===== config.mk =====
export PLATFORM = sky130hd
export DESIGN_NAME = debug_cmd_receiver
export DESIGN_NICKNAME = d
export VERILOG_FILES = /design/src/rtl/debug_cmd_receiver.sv
export SDC_FILE = /design/constraint.sdc
export NUM_CORES = 1
export LEC_CHECK = 0
export CAP_MARGIN = 5
export CORE_MARGIN = 2
export CORE_UTILIZATION = 57
export CTS_BUF_LIST = sky130_fd_sc_hd__clkbuf_8
export CTS_CLUSTER_SIZE = 40
export DETAILED_ROUTE_END_ITERATION = 8
export PLACE_DENSITY = 0.89
export SLEW_MARGIN = 20
export SYNTH_ARGS = -nofsm -noshare
export SYNTH_HDL_FRONTEND = slang
export SYNTH_SLANG_ARGS = --single-unit

===== constraint.sdc =====
create_clock -name clock -period 3.7 [get_ports clock]
set_input_delay 0.37 -clock clock [delete_from_list [all_inputs] [get_ports clock]]
set_output_delay 0.37 -clock clock [all_outputs]
set_load 0.03 [all_outputs]

===== src/rtl/debug_cmd_receiver.sv =====
// debug_cmd_receiver
//
// Receive side of the debug-unit UART link. Deserialises 8N1 frames arriving on
// uartRxPin using 16x oversampling, decodes each good byte into one of four debug
// commands and offers it to the debug control FSM over a valid/ready handshake.
//
// Ports
//   clock       system clock, all logic on the rising edge
//   resetGral   asynchronous, active-low reset
//   uartRxPin   asynchronous serial input, idle high
//   cmdReady    debug FSM accepts the pending command
//   cmdValid    a decoded command is pending
//   cmdCode     00 STEP, 01 CONT, 10 SEND, 11 HALT; stable while cmdValid
//   rxData      last correctly framed byte
//   rxValid     one-clock pulse per good frame
//   frameError  one-clock pulse when the stop bit is sampled low
//   unknownCmd  one-clock pulse when a good byte matches no command
//   overrun     sticky; a command arrived while another was still pending

module debug_cmd_receiver #(
  parameter int unsigned CLKS_PER_TICK = 27,
  parameter logic [7:0]  CMD_STEP      = 8'h73,
  parameter logic [7:0]  CMD_CONT      = 8'h63,
  parameter logic [7:0]  CMD_SEND      = 8'h72,
  parameter logic [7:0]  CMD_HALT      = 8'h68
) (
  input  logic       clock,
  input  logic       resetGral,
  input  logic       uartRxPin,
  input  logic       cmdReady,
  output logic       cmdValid,
  output logic [1:0] cmdCode,
  output logic [7:0] rxData,
  output logic       rxValid,
  output logic       frameError,
  output logic       unknownCmd,
  output logic       overrun
);

  localparam int unsigned TickW = (CLKS_PER_TICK > 1) ? $clog2(CLKS_PER_TICK) : 1;
  localparam logic [TickW-1:0] TickMax = TickW'(CLKS_PER_TICK - 1);

  localparam logic [1:0] CodeStep = 2'b00;
  localparam logic [1:0] CodeCont = 2'b01;
  localparam logic [1:0] CodeSend = 2'b10;
  localparam logic [1:0] CodeHalt = 2'b11;

  typedef enum logic [1:0] {
    StIdle,
    StStart,
    StData,
    StStop
  } rxState_e;

  // ---------------------------------------------------------------------------
  // Input synchroniser; idles high so a reset never looks like a start edge.
  // ---------------------------------------------------------------------------
  logic rxMeta;
  logic rxS;

  always_ff @(posedge clock or negedge resetGral) begin
    if (!resetGral) begin
      rxMeta <= 1'b1;
      rxS    <= 1'b1;
    end else begin
      rxMeta <= uartRxPin;
      rxS    <= rxMeta;
    end
  end

  // ---------------------------------------------------------------------------
  // Receiver state
  // ---------------------------------------------------------------------------
  rxState_e   stateQ, stateD;
  logic [TickW-1:0] tickCntQ, tickCntD;
  logic [3:0] sampleCntQ, sampleCntD;   // ticks elapsed within the current bit
  logic [2:0] bitIdxQ, bitIdxD;
  logic [7:0] shiftQ, shiftD;
  logic [7:0] rxDataD;
  logic       rxValidD;
  logic       frameErrorD;
  logic       tick;

  assign tick = (tickCntQ == TickMax);

  always_comb begin
    stateD      = stateQ;
    tickCntD    = tick ? '0 : tickCntQ + TickW'(1);
    sampleCntD  = tick ? sampleCntQ + 4'd1 : sampleCntQ;
    bitIdxD     = bitIdxQ;
    shiftD      = shiftQ;
    rxDataD     = rxData;
    rxValidD    = 1'b0;
    frameErrorD = 1'b0;

    unique case (stateQ)
      StIdle: begin
        if (!rxS) begin
          // Restart the tick phase on the start edge so samples land mid-bit.
          stateD     = StStart;
          tickCntD   = '0;
          sampleCntD = '0;
        end
      end

      StStart: begin
        if (tick && (sampleCntQ == 4'd7)) begin
          tickCntD   = '0;
          sampleCntD = '0;
          if (!rxS) begin
            stateD  = StData;
            bitIdxD = '0;
          end else begin
            // Line went high again before mid start bit: treat as a glitch.
            stateD = StIdle;
          end
        end
      end

      StData: begin
        if (tick && (sampleCntQ == 4'd15)) begin
          shiftD     = {rxS, shiftQ[7:1]};
          bitIdxD    = bitIdxQ + 3'd1;
          sampleCntD = '0;
          if (bitIdxQ == 3'd7) begin
            stateD = StStop;
          end
        end
      end

      StStop: begin
        if (tick && (sampleCntQ == 4'd15)) begin
          stateD     = StIdle;
          sampleCntD = '0;
          if (rxS) begin
            rxDataD  = shiftQ;
            rxValidD = 1'b1;
          end else begin
            frameErrorD = 1'b1;
          end
        end
      end

      default: begin
        stateD = StIdle;
      end
    endcase
  end

  always_ff @(posedge clock or negedge resetGral) begin
    if (!resetGral) begin
      stateQ     <= StIdle;
      tickCntQ   <= '0;
      sampleCntQ <= '0;
      bitIdxQ    <= '0;
      shiftQ     <= '0;
      rxData     <= '0;
      rxValid    <= 1'b0;
      frameError <= 1'b0;
    end else begin
      stateQ     <= stateD;
      tickCntQ   <= tickCntD;
      sampleCntQ <= sampleCntD;
      bitIdxQ    <= bitIdxD;
      shiftQ     <= shiftD;
      rxData     <= rxDataD;
      rxValid    <= rxValidD;
      frameError <= frameErrorD;
    end
  end

  // ---------------------------------------------------------------------------
  // Command decode and handshake. Runs on the clock after rxValid, using the
  // byte that was just latched into rxData.
  // ---------------------------------------------------------------------------
  logic       cmdMatch;
  logic [1:0] matchCode;
  logic       xfer;
  logic       cmdValidD;
  logic [1:0] cmdCodeD;
  logic       unknownCmdD;
  logic       overrunD;

  always_comb begin
    cmdMatch  = 1'b1;
    matchCode = CodeStep;
    if (rxData == CMD_STEP) begin
      matchCode = CodeStep;
    end else if (rxData == CMD_CONT) begin
      matchCode = CodeCont;
    end else if (rxData == CMD_SEND) begin
      matchCode = CodeSend;
    end else if (rxData == CMD_HALT) begin
      matchCode = CodeHalt;
    end else begin
      cmdMatch = 1'b0;
    end
  end

  assign xfer = cmdValid & cmdReady;

  always_comb begin
    cmdValidD   = cmdValid & ~xfer;
    cmdCodeD    = cmdCode;
    overrunD    = overrun;
    unknownCmdD = 1'b0;

    if (rxValid) begin
      if (cmdMatch) begin
        // A command handed over on this same edge frees the slot for the new one.
        if (!cmdValid || xfer) begin
          cmdValidD = 1'b1;
          cmdCodeD  = matchCode;
        end else begin
          overrunD = 1'b1;
        end
      end else begin
        unknownCmdD = 1'b1;
      end
    end
  end

  always_ff @(posedge clock or negedge resetGral) begin
    if (!resetGral) begin
      cmdValid   <= 1'b0;
      cmdCode    <= '0;
      unknownCmd <= 1'b0;
      overrun    <= 1'b0;
    end else begin
      cmdValid   <= cmdValidD;
      cmdCode    <= cmdCodeD;
      unknownCmd <= unknownCmdD;
      overrun    <= overrunD;
    end
  end

endmodule


==> results of run 1 <==
[kinds of logic after synthesis]
logic type      after synthesis  synth area share [%]
xor+xnor                      6                  2.98
buf+inv                      12                  3.05
flops                        39                  55.5
simple gates                 48                  16.0
compound gates               16                  6.45
fa+ha+maj                     5                  3.55
mux                          20                  12.5
[power by group]
part / internal [mW] / leakage (nW) / switching [mW]
sequential: 0.428 / 0.508 / 0.000991
clock: 0.135 / 0.0443 / 0.151
combinational: 0.00267 / 0.370 / 0.00875
total: 0.565 / 0.922 / 0.161
[worst paths after layout]
| path | from | endpoint | depth (start not counted) |
|---|---|---|---|
| min in group clock | rxMeta | rxS | 0 |
| worst max register to register | tickCntQ[0] | rxData[3] | 6 |
| worst min register to register | rxMeta | rxS | 0 |
| worst max-delay path | tickCntQ[0] | rxData[3] | 6 |
| worst min-delay path | resetGral | sampleCntQ[0] | 1 |
| max in group asynchronous | resetGral | overrun | 1 |
[Yosys cell counts, drive strengths merged, types with 4 or more instances]
master / number / area [um^2]
mux2i: 4 / 40.0
ha: 5 / 62.6
nor2: 15 / 56.3
mux2: 16 / 180
dfrtp: 37 / 926
xor2: 4 / 35.0
nand2: 6 / 22.5
nor2b: 4 / 25.0
nand3: 6 / 42.5
inv: 7 / 26.3
a21oi: 4 / 20.0
[area by class of cell]
type / count / area (um^2)
flip-flops and latches: 39 / 978
clock buffers: 5 / 68.8
repair buffers: 18 / 175
inverters: 7 / 26.3
fillers: 226 / 956
multi-input cells: 95 / 732
well taps: 33 / 41.3
clock inverters: 3 / 25.0
[flip-flops by register name, indices dropped and copies added, names as in the netlist, 2 cells and up, named ones only]
signal and cells:
shiftQ 8, tickCntQ 5, cmdCode 2, sampleCntQ 4
rxData 8, bitIdxQ 3
[cells in the final DEF, fill, tap and decap left out, types with 2 or more instances in the layout]
| cell | count |
|---|---|
| a21oi_1 | 4 |
| a22oi_1 | 2 |
| a31oi_1 | 2 |
| clkbuf_8 | 5 |
| clkdlybuf4s50_1 | 17 |
| clkinv_4 | 2 |
| dfrtp_1 | 37 |
| dfstp_2 | 2 |
| ha_1 | 5 |
| inv_1 | 7 |
| mux2_2 | 16 |
| mux2i_1 | 4 |
| nand2_1 | 6 |
| nand3_1 | 5 |
| nand4_1 | 3 |
| nor2_1 | 15 |
| nor2b_1 | 4 |
| nor3_1 | 2 |
| or2_2 | 2 |
| xnor2_1 | 2 |
| xor2_1 | 4 |
[routing by layer]
layer	up-vias	GRT usage [%]	routed length [um]
met3	7	4.80	104
met2	28	31.7	1520
met4	0	7.62	38
li1	551	-	-
met5	-	0	0
met1	561	24.3	1380
==> impl_results.md, run 1 <==
* Share of cells above drive strength 1 at 21.0%
* Worst Setup Start Kind: flop
* Maximum VDD drop at 0.000293 V
* Drt pass-1 iters at 4
* Die width at 59.6 um
* Grt ovf at 0
* Pre-CTS setup slack at 1.59 ns
* WP data required at 3.87 ns
* Total wire length at 3040 um
* CTS buffer count at 5
* Hold Vio Cnt, Final at 0
* Worst hold-check path type: input port to asynchronous set/reset pin
* DPL Wire Length at 2310 um
* Synth Instances at 146
* Vias post-DR at 1147
* Port Buffer Count at 18
* Final ANT Viol Nets at 0
* Clock Tree Buf Depth at 2
* DR WL/cell at 15.2 um
* Cells along the critical path: inv_1 > ha_1 > and4b_1 > nand3_4 > nor3_4 > mux2_2
* R2R Setup Slk at 1.55 ns
* Buffers and inverters on the worst path at 1
* Critical Path AT at 2.32 ns
* WS Path Type: flop to flop
* Worst-Margin Slew at 0.822 ns
* Layout Nets at 175
* Cell Area, Synth at 0.00176 mm^2
* Prevailing post-synth register cell: dfrtp_1
* All-Layer GR Usage at 19.2%
* TNS Setup at 0 ns
* Die Ht at 59.6 um
* Total die area at 0.00356 mm^2
* Max Cap Viol at 0
* DRC viols at 0
* Post-DP Area at 0.00195 mm^2
* Design Area, Final at 0.00205 mm^2
* Post-CTS sizing at 0
* Worst-skew pair later-pin latency at 0.28 ns
* Final setup fails at 0
* Synthesized flop and latch total at 39
* Minimum hold slack at 0.175 ns
* Crit path largest cell delay at 0.43 ns
* Synth cell types at 40
* First-pass GRT wire length at 5010 um
* H-tree Lvls at 2
* Syn Area/Cell at 12.1 um^2
* Fin worst setup slack at 1.55 ns
* Slew HR at 45.2%
* Post-synth EDFFs at 0
* Post-CTS setup buffer count at 0
* FMAX at 465 MHz
* Worst path slowest cell: dfrtp_1
* Post-synthesis sequential area ratio at 55.5%
* ANT cells at 0
* DR vias/cell at 5.74
* Drt initial violations at 69
* Max Fanout on Critical Path at 9
* Top cell family by delay on the critical path: simple AND/OR/NAND/NOR gates
* Tmin final at 2.15 ns
* CTS tree: built
* Power Total at 0.726 mW
* Leakage at 0.922 nW
* Initial antenna violation count at 0
* Worst setup EP type: flop
* Placer Congestion at 0.903
* Status: completed
* CTS root buf: clkbuf_8
* Syn_nets at 155
* Max-slew violation count at 0
* Synth async-reset ratio at 100%
* Largest net degree at the start of global routing at 40
* Clock transition at path regs at 0.08 ns
* Clk sinks at 39
* Fin cells at 200
* Placed cells at 192
* Layout Utilization at 68.2%
* Layout Skew at 0.00789 ns
* Placeable core area at 0.00300 mm^2
* Synthesis-to-finish area growth at 16.0%
* RSZ-0062 raised after global routing: false
* Synthesis warning total at 0
* Final period utilization at 58.2%
* Placement Rows at 20
* Ports at 19
* Initial core utilization at 58.8%
* Number of global-route vias before repair at 1147
* Hold buffer count at CTS at 0
* Pwr Density at 355 mW/mm^2
No activity file was read; power rests on OpenSTA's default activity.
==> inputs of run 2 (changes only) <==
Settings changed: CORE_UTILIZATION 57 to 52, PLACE_DENSITY 0.89 to 0.86.
Clock period 3.7 ns to 1.8 ns, I/O delays scaled along.
==> run 2 against run 1 <==
Effect of this change: the run now ends with hold timing left; largest power group unchanged; clock skew fell by 0.0031 ns; die area rose by 8.9%; register-to-register slack got worse by 1.5 ns; non-clock buffer count rose by 5; largest cell class unchanged; hold slack got worse by 0.20 ns; first-iteration DRC count fell by 30%; critical endpoint is now rxData[1]; final cell count rose by 9.0%; clock power rose by 100%; wire length barely moved; count of clock-buffer cells in the layout did not move.
==> impl_results.md, run 2 (synthesis results as in run 1) <==
* Crit path largest cell delay at 0.39 ns (-0.04 ns)
* Critical Path AT at 1.91 ns (-0.41 ns)
* Drt pass-1 iters at 4 (unchanged)
* DR WL/cell at 13.9 um (-8.2%)
* Total die area at 0.00387 mm^2 (+8.9%)
* Max Fanout on Critical Path at 9 (unchanged)
* Hold Vio Cnt, Final at 37 (+37)
* RSZ-0062 raised after global routing: true
* Final period utilization at 96.2% (+38 points)
* Number of global-route vias before repair at 1160 (+1.1%)
* Most frequent cells in the layout: 37 x dfrtp_1, 17 x clkdlybuf4s50_1, 16 x mux2_2, 15 x nor2_1, 7 x inv_1
* Tmin final at 1.73 ns (-0.421 ns)
* Layout Nets at 180 (+2.9%)
* Layout Utilization at 64.2% (-3.9 points)
* CTS buffer count at 5 (unchanged)
* Clock transition at path regs at 0.08 ns (about the same)
* Share of cells above drive strength 1 at 23.8% (+2.9 points)
* Status: complete, but fails checks
* Port Buffer Count at 18 (unchanged)
* Initial core utilization at 53.7% (-5.0 points)
* ANT cells at 0 (unchanged)
* Slew HR at 45.0% (-0.17 points)
* Reg2reg path depth at 7 (+1)
* WS Path Type: flop to flop
* Top Registers: rxData: 8 flops, shiftQ: 8 flops, tickCntQ: 5 flops
* Minimum hold slack at -0.0216 ns (-0.197 ns)
* Most common cell after layout, fill and taps aside: dfrtp_1
* Pwr Density at 704 mW/mm^2 (+99%)
* Worst hold-check path type: input port to asynchronous set/reset pin
* WP data required at 1.98 ns (-1.89 ns)
* Worst-skew pair later-pin latency at 0.29 ns (about the same)
* Clk sinks at 39 (unchanged)
* Worst path slowest cell: dfrtp_1
* Clock Tree Buf Depth at 2 (unchanged)
* CP startpoint: tickCntQ[0]
* All-Layer GR Usage at 18.3% (-0.91 points)
* FMAX at 578 MHz (+24%)
* Final ANT Viol Nets at 0 (unchanged)
* Initial antenna violation count at 0 (unchanged)
* Die width at 62.2 um (+4.4%)
* Maximum VDD drop at 0.000679 V (+130%)
* Largest net degree at the start of global routing at 40 (unchanged)
* Die Ht at 62.2 um (+4.4%)
* Total wire length at 3040 um (about the same)
* Design Area, Final at 0.00211 mm^2 (+3.1%)
* R2R Setup Slk at 0.07 ns (-1.48 ns)
* Leakage at 0.946 nW (+2.6%)
* Cells along the critical path: inv_1 > ha_1 > and4b_2 > nand3_4 > nor3_4 > buf_12 > mux2_2
* Placeable core area at 0.00328 mm^2 (+9.4%)
* FF-to-FF Start: tickCntQ[0]
* DPL Wire Length at 2250 um (-2.5%)
* Layout Skew at 0.00483 ns (-0.00306 ns)
* First-pass GRT wire length at 5420 um (+8.1%)
* Failing checks: hold timing
* DR vias/cell at 5.37 (-6.4%)
* Ports at 19 (unchanged)
* Placer Congestion at 0.873 (-3.3%)
* Worst Setup Start Kind: flop
* Buffers and inverters on the worst path at 2 (+1)
* Worst-Margin Slew at 0.825 ns (+0.00248 ns)
* TNS Setup at 0 ns (unchanged)
* Grt ovf at 0 (unchanged)
* Synthesis-to-finish area growth at 19.6%
* Post-DP Area at 0.00202 mm^2 (+3.4%)
* Vias post-DR at 1170 (+2.0%)
* Post-CTS setup buffer count at 0 (unchanged)
* Drt initial violations at 48 (-30%)
* Worst setup EP type: flop
* Top cell family by delay on the critical path: simple AND/OR/NAND/NOR gates
* DRC viols at 0 (unchanged)
* CTS tree: built
* Max-slew violation count at 0 (unchanged)
* Max Cap Viol at 0 (unchanged)
* Final setup fails at 0 (unchanged)
* R2R Path End: rxData[1]
* CTS root buf: clkbuf_8
* Placement Rows at 21 (+5.0%)
* H-tree Lvls at 2 (unchanged)
==> run 2: cell types whose count changed in the layout (fill, tap and decap cells not counted) <==
cell / delta
clkinvlp_4: +1
buf_4: +4
and4b_2: +1
clkinv_4: -2
buf_12: +1
clkinv_2: +1
and4b_1: -1
==> run 2: metal layers <==
layer | vias to the layer above | track usage [%] | share of wire (%)
li1 | 569 | - | -
met1 | 576 | 22.4 | 43
met2 | 18 | 29.6 | 51
met3 | 7 | 5.62 | 3.7
met4 | 0 | 9.17 | 2.3
met5 | - | 0 | 0
==> run 2: report_power, final <==
group	internal [mW]	switching, mW	leakage [nW]	total [mW]
Combinational	0.00549	0.0181	0.398	0.0236
Sequential	0.880	0.00232	0.508	0.882
Clock	0.269	0.311	0.0402	0.580
==> run 2: worst max-delay path by stage <==
stage                end  slack (ns)  cells after the start
4_1_cts        rxData[1]       0.002                      7
3_5_place_dp   rxData[1]        0.02                      7
5_1_grt        rxData[1]       -0.02                      7
6_report       rxData[1]        0.07                      7
2_1_floorplan  rxData[0]       -0.04                      7
3_3_place_gp   rxData[4]        0.07                      7
==> run 2: area by class of cell <==
cell class                 instances  area [um^2]
fill                             260         1170
timing repair buffer              23          225
inverter                           7         26.3
clock inverter                     3         20.0
sequential                        39          978
clock buffer                       5         68.8
tap                               46         57.6
multi-input combinational         95          733
==> run 2: through the flow <==
step                std cells  power [mW]  hold WS (ns)  setup WS (ns)
finish                    218        1.49       -0.0216         0.0688
global route              218        1.55        0.0561        -0.0218
CTS                       218        1.50       0.00780        0.00225
detailed placement        210       0.924         0.324         0.0203
global placement          210       0.923         0.311         0.0691
floorplan                 146       0.901        -0.116        -0.0373
==> run 2: timing repair <==
action | 4_1_cts | 5_1_grt
hold buffers | 0 | 0
endpoints found under the setup margin | 0 | 8
gates resized for setup | 0 | 1
==> inputs of run 3 (changes only) <==
--- a/config.mk
+++ b/config.mk
@@ -9,7 +9,6 @@
 export CORE_MARGIN = 2
-export CORE_UTILIZATION = 52
+export CORE_UTILIZATION = 30
 export CTS_BUF_LIST = sky130_fd_sc_hd__clkbuf_8
-export CTS_CLUSTER_SIZE = 40
 export DETAILED_ROUTE_END_ITERATION = 8
-export PLACE_DENSITY = 0.86
+export PLACE_DENSITY = 0.58
 export SLEW_MARGIN = 20
--- a/constraint.sdc
+++ b/constraint.sdc
@@ -3,2 +3,2 @@
 set_output_delay 0.18 -clock clock [all_outputs]
-set_load 0.03 [all_outputs]
+set_load 0.01 [all_outputs]
==> run 3 against run 2 <==
Effect of this change: the run now ends clean; wire length increased by 4.3%; critical path depth unchanged; combinational power increased by 17%; design area increased by 3.5%; non-clock buffer count increased by 2; power increased by 9.8%; critical path type unchanged; via count increased by 2.4%; clock skew increased by 0.0059 ns; final cell count increased by 13%; fmax increased by 0.42%.
==> impl_results.md, run 3 (synthesis results as in run 1) <==
* Worst path slowest cell: dfrtp_1
* Final period utilization at 95.8% (-0.40 points)
* Cells along the critical path: inv_1 > ha_1 > and4b_2 > nand3_4 > nor3_4 > buf_12 > mux2_2
* Layout Nets at 182 (+1.1%)
* Clk sinks at 39 (unchanged)
* Tmin final at 1.72 ns (-0.00727 ns)
* DR WL/cell at 12.9 um (-7.6%)
* Final ANT Viol Nets at 0 (unchanged)
* Ports at 19 (unchanged)
* Max Fanout on Critical Path at 9 (unchanged)
* WP data required at 1.98 ns (about the same)
* Drt pass-1 iters at 4 (unchanged)
* Status: completed
* Leakage at 0.973 nW (+2.8%)
* Slew HR at 64.6% (+20 points)
* Max Cap Viol at 0 (unchanged)
* Max-slew violation count at 0 (unchanged)
* Drt initial violations at 50 (+4.2%)
* Die Ht at 80.7 um (+30%)
* CTS buffer count at 5 (unchanged)
* Top Registers: rxData: 8 flops, shiftQ: 8 flops, tickCntQ: 5 flops
* Synthesis-to-finish area growth at 23.8%
* Top cell family by delay on the critical path: simple AND/OR/NAND/NOR gates
* Vias post-DR at 1198 (+2.4%)
* Largest net degree at the start of global routing at 40 (unchanged)
* Final setup fails at 0 (unchanged)
* Share of cells above drive strength 1 at 24.1% (+0.30 points)
* Number of global-route vias before repair at 1228 (+5.9%)
* Die width at 80.7 um (+30%)
* Hold Vio Cnt, Final at 0 (-100%)
* RSZ-0062 raised after global routing: true
* Port Buffer Count at 18 (unchanged)
* WS Path Type: flop to flop
* Placement Rows at 27 (+29%)
* Worst-skew pair later-pin latency at 0.29 ns (about the same)
* DRC viols at 0 (unchanged)
* DPL Wire Length at 2370 um (+5.5%)
* Power Total at 1.63 mW (+9.8%)
* Fill cell count at 558 (+110%)
* Worst hold-check path type: input port to flop
* TNS Setup at 0 ns (unchanged)
* ANT cells at 0 (unchanged)
* Worst setup EP type: flop
* Buffers and inverters on the worst path at 2 (unchanged)
* DR vias/cell at 4.87 (-9.3%)
* Worst Setup Start Kind: flop
* Critical Path AT at 1.91 ns (about the same)
* Placer Congestion at 0.785 (-10%)
* H-tree Lvls at 2 (unchanged)
* FMAX at 580 MHz (+0.42%)
* Worst-Margin Slew at 0.523 ns (-0.302 ns)
* Placeable core area at 0.00561 mm^2 (+71%)
* Grt ovf at 0 (unchanged)
* Initial core utilization at 31.5% (-22 points)
* CTS tree: built
* Maximum VDD drop at 0.000329 V (-51%)
* All-Layer GR Usage at 11.1% (-7.2 points)
* Most frequent cells in the layout: 37 x dfrtp_1, 17 x clkdlybuf4s50_1, 16 x mux2_2, 15 x nor2_1, 7 x inv_1
* Crit path largest cell delay at 0.38 ns (about the same)
* Initial antenna violation count at 0 (unchanged)
* Pwr Density at 747 mW/mm^2 (+6.1%)
* Layout Skew at 0.0107 ns (+0.00588 ns)
* Clock Tree Buf Depth at 2 (unchanged)
* Total wire length at 3170 um (+4.3%)
* First-pass GRT wire length at 5530 um (+2.2%)
* Most common cell after layout, fill and taps aside: dfrtp_1
* Total die area at 0.00651 mm^2 (+68%)
* CTS root buf: clkbuf_8
* Clock transition at path regs at 0.08 ns (about the same)
run 3: cell types whose count changed in the layout (fill, tap and decap cells not counted):
cell and change:
buf_4 +1, bufinv_16 +1, clkinv_4 +1, clkinvlp_4 -2, dlygate4sd3_1 +1
run 3: repair_timing:
action / 4_1_cts / 5_1_grt
setup buffers: 0 / 0
setup endpoints to repair: 0 / 8
resized for setup: 0 / 1
endpoints found under the hold margin: 37 / 0
hold buffers: 1 / 0
run 3: final timing paths:
kind | startpoint | cells after the start | endpoint | slack, ns
min in group asynchronous | resetGral | 3 | sampleCntQ[0] | 0.47
min | uartRxPin | 1 | rxMeta | 0.29
max reg2reg | tickCntQ[0] | 7 | rxData[2] | 0.08
max in group asynchronous | resetGral | 3 | rxS | 0.98
max | tickCntQ[0] | 7 | rxData[2] | 0.08
min reg2reg | rxMeta | 0 | rxS | 0.37
run 3: layout make-up:
| type | instances | area (um^2) | share of cell area, % |
|---|---|---|---|
| Tap cell | 72 | 90.1 | 4.13 |
| Multi-Input combinational cell | 95 | 733 | 33.6 |
| Inverter | 7 | 26.3 | 1.20 |
| Sequential cell | 39 | 978 | 44.8 |
| Clock inverter | 3 | 43.8 | 2.01 |
| Clock buffer | 5 | 68.8 | 3.15 |
| Timing Repair Buffer | 25 | 243 | 11.1 |
run 3: per-stage QoR:
stage	hold slack [ns]	util, %	setup slack [ns]	instances	instance area, um^2
finish	0.287	38.9	0.0760	246	2180
global route	0.294	38.9	-0.0299	246	2180
CTS	0.275	38.9	0.00362	246	2180
detailed placement	0.267	36.7	0.0168	237	2060
global placement	0.251	36.7	0.0565	237	2060
floorplan	-0.116	-	-0.0373	146	1760
run 3: report_power, final:
| group | switching, mW | internal (mW) |
|---|---|---|
| sequential | 0.00260 | 0.880 |
| clock | 0.309 | 0.413 |
| combinational | 0.0193 | 0.00830 |
| total | 0.331 | 1.30 |
run 3: per-layer routing:
layer	track usage [%]	vias to the layer above	part of all wire, %
met5	0	-	0
met4	4.07	0	1.5
met3	3.37	7	4.6
met2	19.6	28	51
met1	12.7	598	43
li1	-	565	-
